**src/rtl/restoring_divider_ctrl_pkg.sv**
```systemverilog
// Shared definitions for the restoring divider: FSM state encoding and counter sizing.
package div_pkg;

    typedef enum logic [1:0] {
        IDLE  = 2'd0,
        RUN   = 2'd1,
        DONE  = 2'd2,
        FIXUP = 2'd3
    } state_t;

    localparam int DIV_WIDTH_DEFAULT = 4;
    localparam int CNT_W             = $clog2(DIV_WIDTH_DEFAULT);

    // Iteration counter width for a given operand width; never narrower than one bit.
    function automatic int cnt_width(input int w);
        return (w > 2) ? $clog2(w) : 1;
    endfunction

endpackage

```
**src/rtl/restoring_divider_ctrl_sub_stage.sv**
```systemverilog
// Combinational WIDTH+1-bit two's-complement subtract: diff = a - b, carry=1 means no borrow.
module div_sub_stage #(
    parameter int WIDTH = 4
) (
    input  logic [WIDTH:0] a,
    input  logic [WIDTH:0] b,
    output logic [WIDTH:0] diff,
    output logic           carry
);

    logic [WIDTH+1:0] sum;

    assign sum   = {1'b0, a} + {1'b0, ~b} + {{(WIDTH+1){1'b0}}, 1'b1};
    assign diff  = sum[WIDTH:0];
    assign carry = sum[WIDTH+1];

endmodule

```
**src/rtl/restoring_divider_ctrl.sv**
```systemverilog
// Sequential restoring divider, one subtract-and-compare per clock.
// Define DIV_SIGNED_EN for two's-complement operands (adds a FIXUP cycle).
module restoring_divider_ctrl
    import div_pkg::*;
#(
    parameter int WIDTH = DIV_WIDTH_DEFAULT
) (
    input  logic             clk,
    input  logic             rst_n,
    input  logic             in_valid,
    output logic             in_ready,
    input  logic [WIDTH-1:0] dividend,
    input  logic [WIDTH-1:0] divisor,
    output logic             out_valid,
    input  logic             out_ready,
    output logic [WIDTH-1:0] quotient,
    output logic [WIDTH-1:0] remainder,
    output logic             div_by_zero
);

    localparam int CW = cnt_width(WIDTH);

    state_t           state;
    logic [WIDTH-1:0] q_reg;
    logic [WIDTH-1:0] d_reg;
    logic [WIDTH:0]   r_reg;
    logic [CW-1:0]    cnt;

    logic [WIDTH:0]   r_shift;
    logic [WIDTH:0]   sub_diff;
    logic             sub_carry;
    logic [WIDTH:0]   r_iter;
    logic [WIDTH-1:0] q_iter;
    logic             accept;
    logic             unused_r_msb;

`ifdef DIV_SIGNED_EN
    logic             sign_a;
    logic             sign_b;
    logic [WIDTH-1:0] dvd_mag;
    logic [WIDTH-1:0] dvs_mag;

    // The most-negative value maps onto itself, which reads correctly as its unsigned magnitude.
    assign dvd_mag = dividend[WIDTH-1] ? -dividend : dividend;
    assign dvs_mag = divisor[WIDTH-1]  ? -divisor  : divisor;
`endif

    assign accept       = in_valid & in_ready;
    assign r_shift      = {r_reg[WIDTH-1:0], q_reg[WIDTH-1]};
    // The partial remainder never reaches 2^WIDTH after a step, so its top bit is never consumed.
    assign unused_r_msb = r_reg[WIDTH];

    div_sub_stage #(
        .WIDTH (WIDTH)
    ) u_sub (
        .a     (r_shift),
        .b     ({1'b0, d_reg}),
        .diff  (sub_diff),
        .carry (sub_carry)
    );

    // NOTE: every always_comb output gets a default first so no latch is inferred.
    always_comb begin
        q_iter = q_reg << 1;
        r_iter = r_shift;
        if (sub_carry) begin
            q_iter[0] = 1'b1;
            r_iter    = sub_diff;
        end
    end

    // NOTE: sequential state uses non-blocking assignments only; the async reset clears every register.
    always_ff @(posedge clk or negedge rst_n) begin
        if (!rst_n) begin
            state       <= IDLE;
            q_reg       <= '0;
            d_reg       <= '0;
            r_reg       <= '0;
            cnt         <= '0;
            quotient    <= '0;
            remainder   <= '0;
            div_by_zero <= 1'b0;
            out_valid   <= 1'b0;
            in_ready    <= 1'b1;
`ifdef DIV_SIGNED_EN
            sign_a      <= 1'b0;
            sign_b      <= 1'b0;
`endif
        end else begin
            case (state)
                IDLE: begin
                    if (accept) begin
                        in_ready <= 1'b0;
                        r_reg    <= '0;
                        cnt      <= '0;
`ifdef DIV_SIGNED_EN
                        q_reg    <= dvd_mag;
                        d_reg    <= dvs_mag;
                        sign_a   <= dividend[WIDTH-1];
                        sign_b   <= divisor[WIDTH-1];
`else
                        q_reg    <= dividend;
                        d_reg    <= divisor;
`endif
                        if (divisor == '0) begin
                            state       <= DONE;
                            quotient    <= '1;
                            remainder   <= dividend;
                            div_by_zero <= 1'b1;
                            out_valid   <= 1'b1;
                        end else begin
                            state       <= RUN;
                            div_by_zero <= 1'b0;
                        end
                    end
                end

                RUN: begin
                    q_reg <= q_iter;
                    r_reg <= r_iter;
                    cnt   <= cnt + CW'(1);
                    if (cnt == CW'(WIDTH - 1)) begin
`ifdef DIV_SIGNED_EN
                        state     <= FIXUP;
`else
                        state     <= DONE;
                        quotient  <= q_iter;
                        remainder <= r_iter[WIDTH-1:0];
                        out_valid <= 1'b1;
`endif
                    end
                end

`ifdef DIV_SIGNED_EN
                // Truncating division: quotient sign from the sign mismatch, remainder follows the dividend.
                FIXUP: begin
                    state     <= DONE;
                    quotient  <= (sign_a ^ sign_b) ? -q_reg : q_reg;
                    remainder <= sign_a ? -r_reg[WIDTH-1:0] : r_reg[WIDTH-1:0];
                    out_valid <= 1'b1;
                end
`endif

                DONE: begin
                    if (out_ready) begin
                        state     <= IDLE;
                        out_valid <= 1'b0;
                        in_ready  <= 1'b1;
                    end
                end

                default: begin
                    state     <= IDLE;
                    out_valid <= 1'b0;
                    in_ready  <= 1'b1;
                end
            endcase
        end
    end

endmodule
```
**config.mk**
```make
export PLATFORM = sky130hd
export DESIGN_NAME = restoring_divider_ctrl
export DESIGN_NICKNAME = d
export VERILOG_FILES = /design/src/rtl/restoring_divider_ctrl_pkg.sv /design/src/rtl/restoring_divider_ctrl_sub_stage.sv /design/src/rtl/restoring_divider_ctrl.sv
export SDC_FILE = /design/constraint.sdc
export NUM_CORES = 1
export LEC_CHECK = 0
export ABC_AREA = 1
export CORE_UTILIZATION = 51
export CTS_CLUSTER_SIZE = 14
export DETAILED_ROUTE_END_ITERATION = 8
export PLACE_DENSITY_LB_ADDON = 0.08
export SETUP_SLACK_MARGIN = 0.02
export SLEW_MARGIN = 20
export SYNTH_ARGS = -nofsm -noshare
export SYNTH_HDL_FRONTEND = slang
export SYNTH_SLANG_ARGS = --single-unit
```
**constraint.sdc**
```tcl
create_clock -name clk -period 2.6 [get_ports clk]
set_input_delay 0.52 -clock clk [delete_from_list [all_inputs] [get_ports clk]]
set_output_delay 0.52 -clock clk [all_outputs]
set_load 0.1 [all_outputs]
```
# Word-level counts from Yosys, hierarchy flattened
# Index checks and enable logic that the tools add are counted.
# totals
elab_cells	62
ff_bits	27
out_inout_bits	11
# classes
n_mux	30
eq_ne	7
addsub	3
bitwise	3
reduce_logical	9
# ops
cell	n
$mux 4	9
$pmux 4 s2	4
$mux 2	5
$mux 1	8
$ne 2x2->1 const B	4
$reduce_and 4->1	2
$add 5x5->6	1
$add 6x1->6 const B	1
$pmux 1 s3	2
$pmux 2 s3	1
$reduce_and 3->1	2
$not 4->5	1
$eq 2x2->1 const B	2
$logic_not 4->1	1
$pmux 2 s2	1
$reduce_and 2->1	2
$add 2x1->2 const B	1
$eq 2x1->1 const B	1
$logic_not 2->1	1
$reduce_bool 2->1	1
$and 1x1->1	1
$not 1->1	1

# Longest topological paths before layout
# depth
depth_word	6
ltp_mapped	11
depth_no_buf	11

# Cells and area by module
# A second synthesis with hierarchy kept.
# unflattened
cells_unflattened	192
hier_area_um2	1497.7
# modules_own_cells
module	seq_area_each_um2	area_per_inst_um2	instances	cells_per_inst
restoring_divider_ctrl	676.9	1282.5	1	155
div_sub_stage	0.0	215.2	1	37

# Worst setup path before layout
# Ideal clock, no wire load.
# synth_path
path_kind	reg2reg
start	reg in_ready
end	reg remainder[0]
path_buffers	0
t_arrival_ns	1.610
period_less_slack_ns	1.723
required_time_ns	2.487
stages_incl_launch_ff	10
slack_ns	0.877
cell_sequence	dfstp_2 nand2_1 inv_1 nand2_8 nand2_4 nand2_8 nor2_1 nand3_1 nand2_1 inv_1
# synth_via
elab_chain_cells	3
# synth_rtl
element	line	rtl
from (decl)	restoring_divider_ctrl.sv:11	output logic in_ready,
from (signal assigned)	restoring_divider_ctrl.sv:84	in_ready <= 1'b1;
from (signal assigned)	restoring_divider_ctrl.sv:93	in_ready <= 1'b0;
from (signal assigned)	restoring_divider_ctrl.sv:148	in_ready <= 1'b1;
$and 1x1->1	restoring_divider_ctrl.sv:48	assign accept = in_valid & in_ready;
$ne 2x2->1 (no source line)	--	
$reduce_and 4->1 (no source line)	--	
to (signal assigned)	restoring_divider_ctrl.sv:108	remainder <= dividend;
to (signal assigned)	restoring_divider_ctrl.sv:128	remainder <= r_iter[WIDTH-1:0];
to (decl)	restoring_divider_ctrl.sv:17	output logic [WIDTH-1:0] remainder,
# Every way passes these cells.
# A chain may end at the register's enable or synchronous reset.

# Final worst setup path
# layout_path
start	reg in_ready
end	out in_ready
# No word-level cell between the ends.

==> out/results.ini <==
[status]
status = finished, final reports clean

[synth]
synth_top_area_frac = 0.449
yosys-mux-area-fraction = 0
syn_area_sq_um = 1450
yosysTopAreaCell = dfrtp_1
synth-seq-cells = 27
synth_top_family_by_area = simple AND/OR/NAND/NOR gates
async_flop_share = 1.00
synth_area_leaders = dfrtp_1, nand2_1, inv_1, nand3_1, ha_1
syn_nets = 191
synth_common_cells = nand2_1, inv_1, dfrtp_1
post-synth-top-count-cell = nand2_1
synth_cells = 173
synth_ff_type = dfrtp_1
synth-xor-area-share = 0.00604
syn_area_per_cell_sq_um = 8.38
yosys.area_share.simple = 0.311
synth-compound-area-share = 0.0716
synth_cell_types = 27
synth-edff-count = 0
yosys.area_share.adder = 0.0569
ys_warn_count = 0
yosysSeqAreaShare = 0.467

[timing]
relSlewSlack = 0.734
rsz0062_at_grt = false
worst_pin_slew_ns = 0.397
skew_ns = 0.00201
finalSetupTns_ns = 0
hold_viol = 0
fin_crit_ns = 1.69
finalSetupViolCount = 0
fin_crit_sh = 0.651
drv_slew = 0
max_freq_mhz = 591

[clock_tree]
cts_hold_buf = 0
clock-root-buffer = clkbuf_4
post_cts_resized = 0
clockBufferDepth = 2
htreeDepth = 1
postCtsSetupBuffers = 0
clk_pin_slew_ns = 0.14
numCtsBuffers = 3
cts_tree = yes
clock_sink_count = 27
clkLatencyLatePin_ns = 0.32

[floorplan]
die_area_sq_um = 3060
die-height_microns = 55.3
num_rows = 18
ios = 23
start_util = 0.560
die_w_microns = 55.3
core-area_sq_um = 2590

[hold_path]
hp-class = reg -> reg

[finish]
fillers = 225
nNetsFinal = 218
multiInputGateArea_sq_um = 647
drive_gt1_frac = 0.161
final-seq-area_sq_um = 677
n_antenna_cell = 0
layout-area-overhead-vs-synth_pct = 17.8
instances_no_fill = 229

[critical_path]
required_ns = 2.08
worst-path-max-fanout = 3
critPathArrivalTime_ns = 1.17
critPathTopFamily = flip-flops
slowest_delay_ns = 0.57
path_buf_inv = 1
cp-end-kind = primary output
worst_setup_path_start_kind = flip-flop
slowest_stage = dfstp_2
path_cells = buf_4
setup.worst_path.class = reg -> out

[global_route]
grt_max_degree = 28
overflow = 0
grt_pass1_wl_mm = 4.89
grt_pass1_vias = 1165
grt_antenna_before_repair = 0
track_usage = 0.196

[placed_design]
numPortBuffers = 22
dp_cells = 225
gp_congestion = 0.785
hpwl_mm = 2.08

[drt]
wl_per_cell_microns = 11.9
vias_per_cell = 5.22
totalWireLength_mm = 2.73
num_vias = 1195
detail-route-antenna-nets = 0
drt-initial-drc-count = 48
dr.pass1.iters = 4
route.detailed.drc = 0

[flow_run]
cap_violations = 0

## worst reg2reg max path, stage by stage, from the launching register on
cell and delay, ns:
dfrtp_1 0.44, ha_1 0.30, inv_1 0.06, nor2_2 0.14
nand3_1 0.20, nand3_2 0.17, nand3_1 0.11, nand3_1 0.12
nand2_1 0.05, inv_1 0.04
## final timing paths
path,startpoint,to,slack (ns),cells past startpoint
worst min-delay path,out_valid,out_valid,0.51,2
worst max register to register,r_reg[2],remainder[1],0.93,9
max in group asynchronous,rst_n,in_ready,1.75,2
min in group asynchronous,rst_n,r_reg[1],0.55,2
worst min register to register,out_valid,out_valid,0.51,2
worst max-delay path,in_ready,in_ready,0.91,1
## placed cells by master, fill, tap and decap left out, drive strengths merged, types with 2 or more instances in the layout
cell	count
nand2	45
inv	31
dfrtp	26
nor2	17
nand3	16
buf	12
clkdlybuf4s50	11
o21ai	10
nand4	6
a31oi	5
ha	5
or2	4
clkbuf	3
a21oi	2
## through the flow
stage / hold slack (ns) / util / instance area, sq um / setup WS, ns
final: 0.511 / 0.659 / 1710 / 0.909
after global routing: 0.534 / 0.659 / 1710 / 0.737
after CTS: 0.513 / 0.659 / 1710 / 0.897
after detailed placement: 0.468 / 0.649 / 1680 / 0.733
after global placement: 0.474 / 0.649 / 1680 / 0.756
after floorplan: 0.224 / - / 1450 / 0.877
## cells by family after synthesis
family	Yosys count
AOI/OAI and AO/OA	18
xor gates and xnor gates	1
adders and majority gates	6
buffers and inverters	32
DFF	27
and+or+nand+nor	89
## layer usage
layer | track usage | vias up | routed length, microns
li1 | - | 609 | -
met1 | 0.275 | 566 | 1360
met2 | 0.305 | 20 | 1290
met3 | 0.0234 | 0 | 83
met4 | 0.0893 | 0 | 0
met5 | 0 | - | 0
## area by class of cell
type                    count  area share
well taps                  30      0.0220
repair buffers             23       0.117
clock buffers               3      0.0132
clock inverters             1     0.00293
inverters                  31      0.0696
flip-flops and latches     27       0.396
multi-input cells         114       0.379
Power is not shown: default switching activity piles up to over one toggle a cycle in this logic, so the estimate is an artifact.
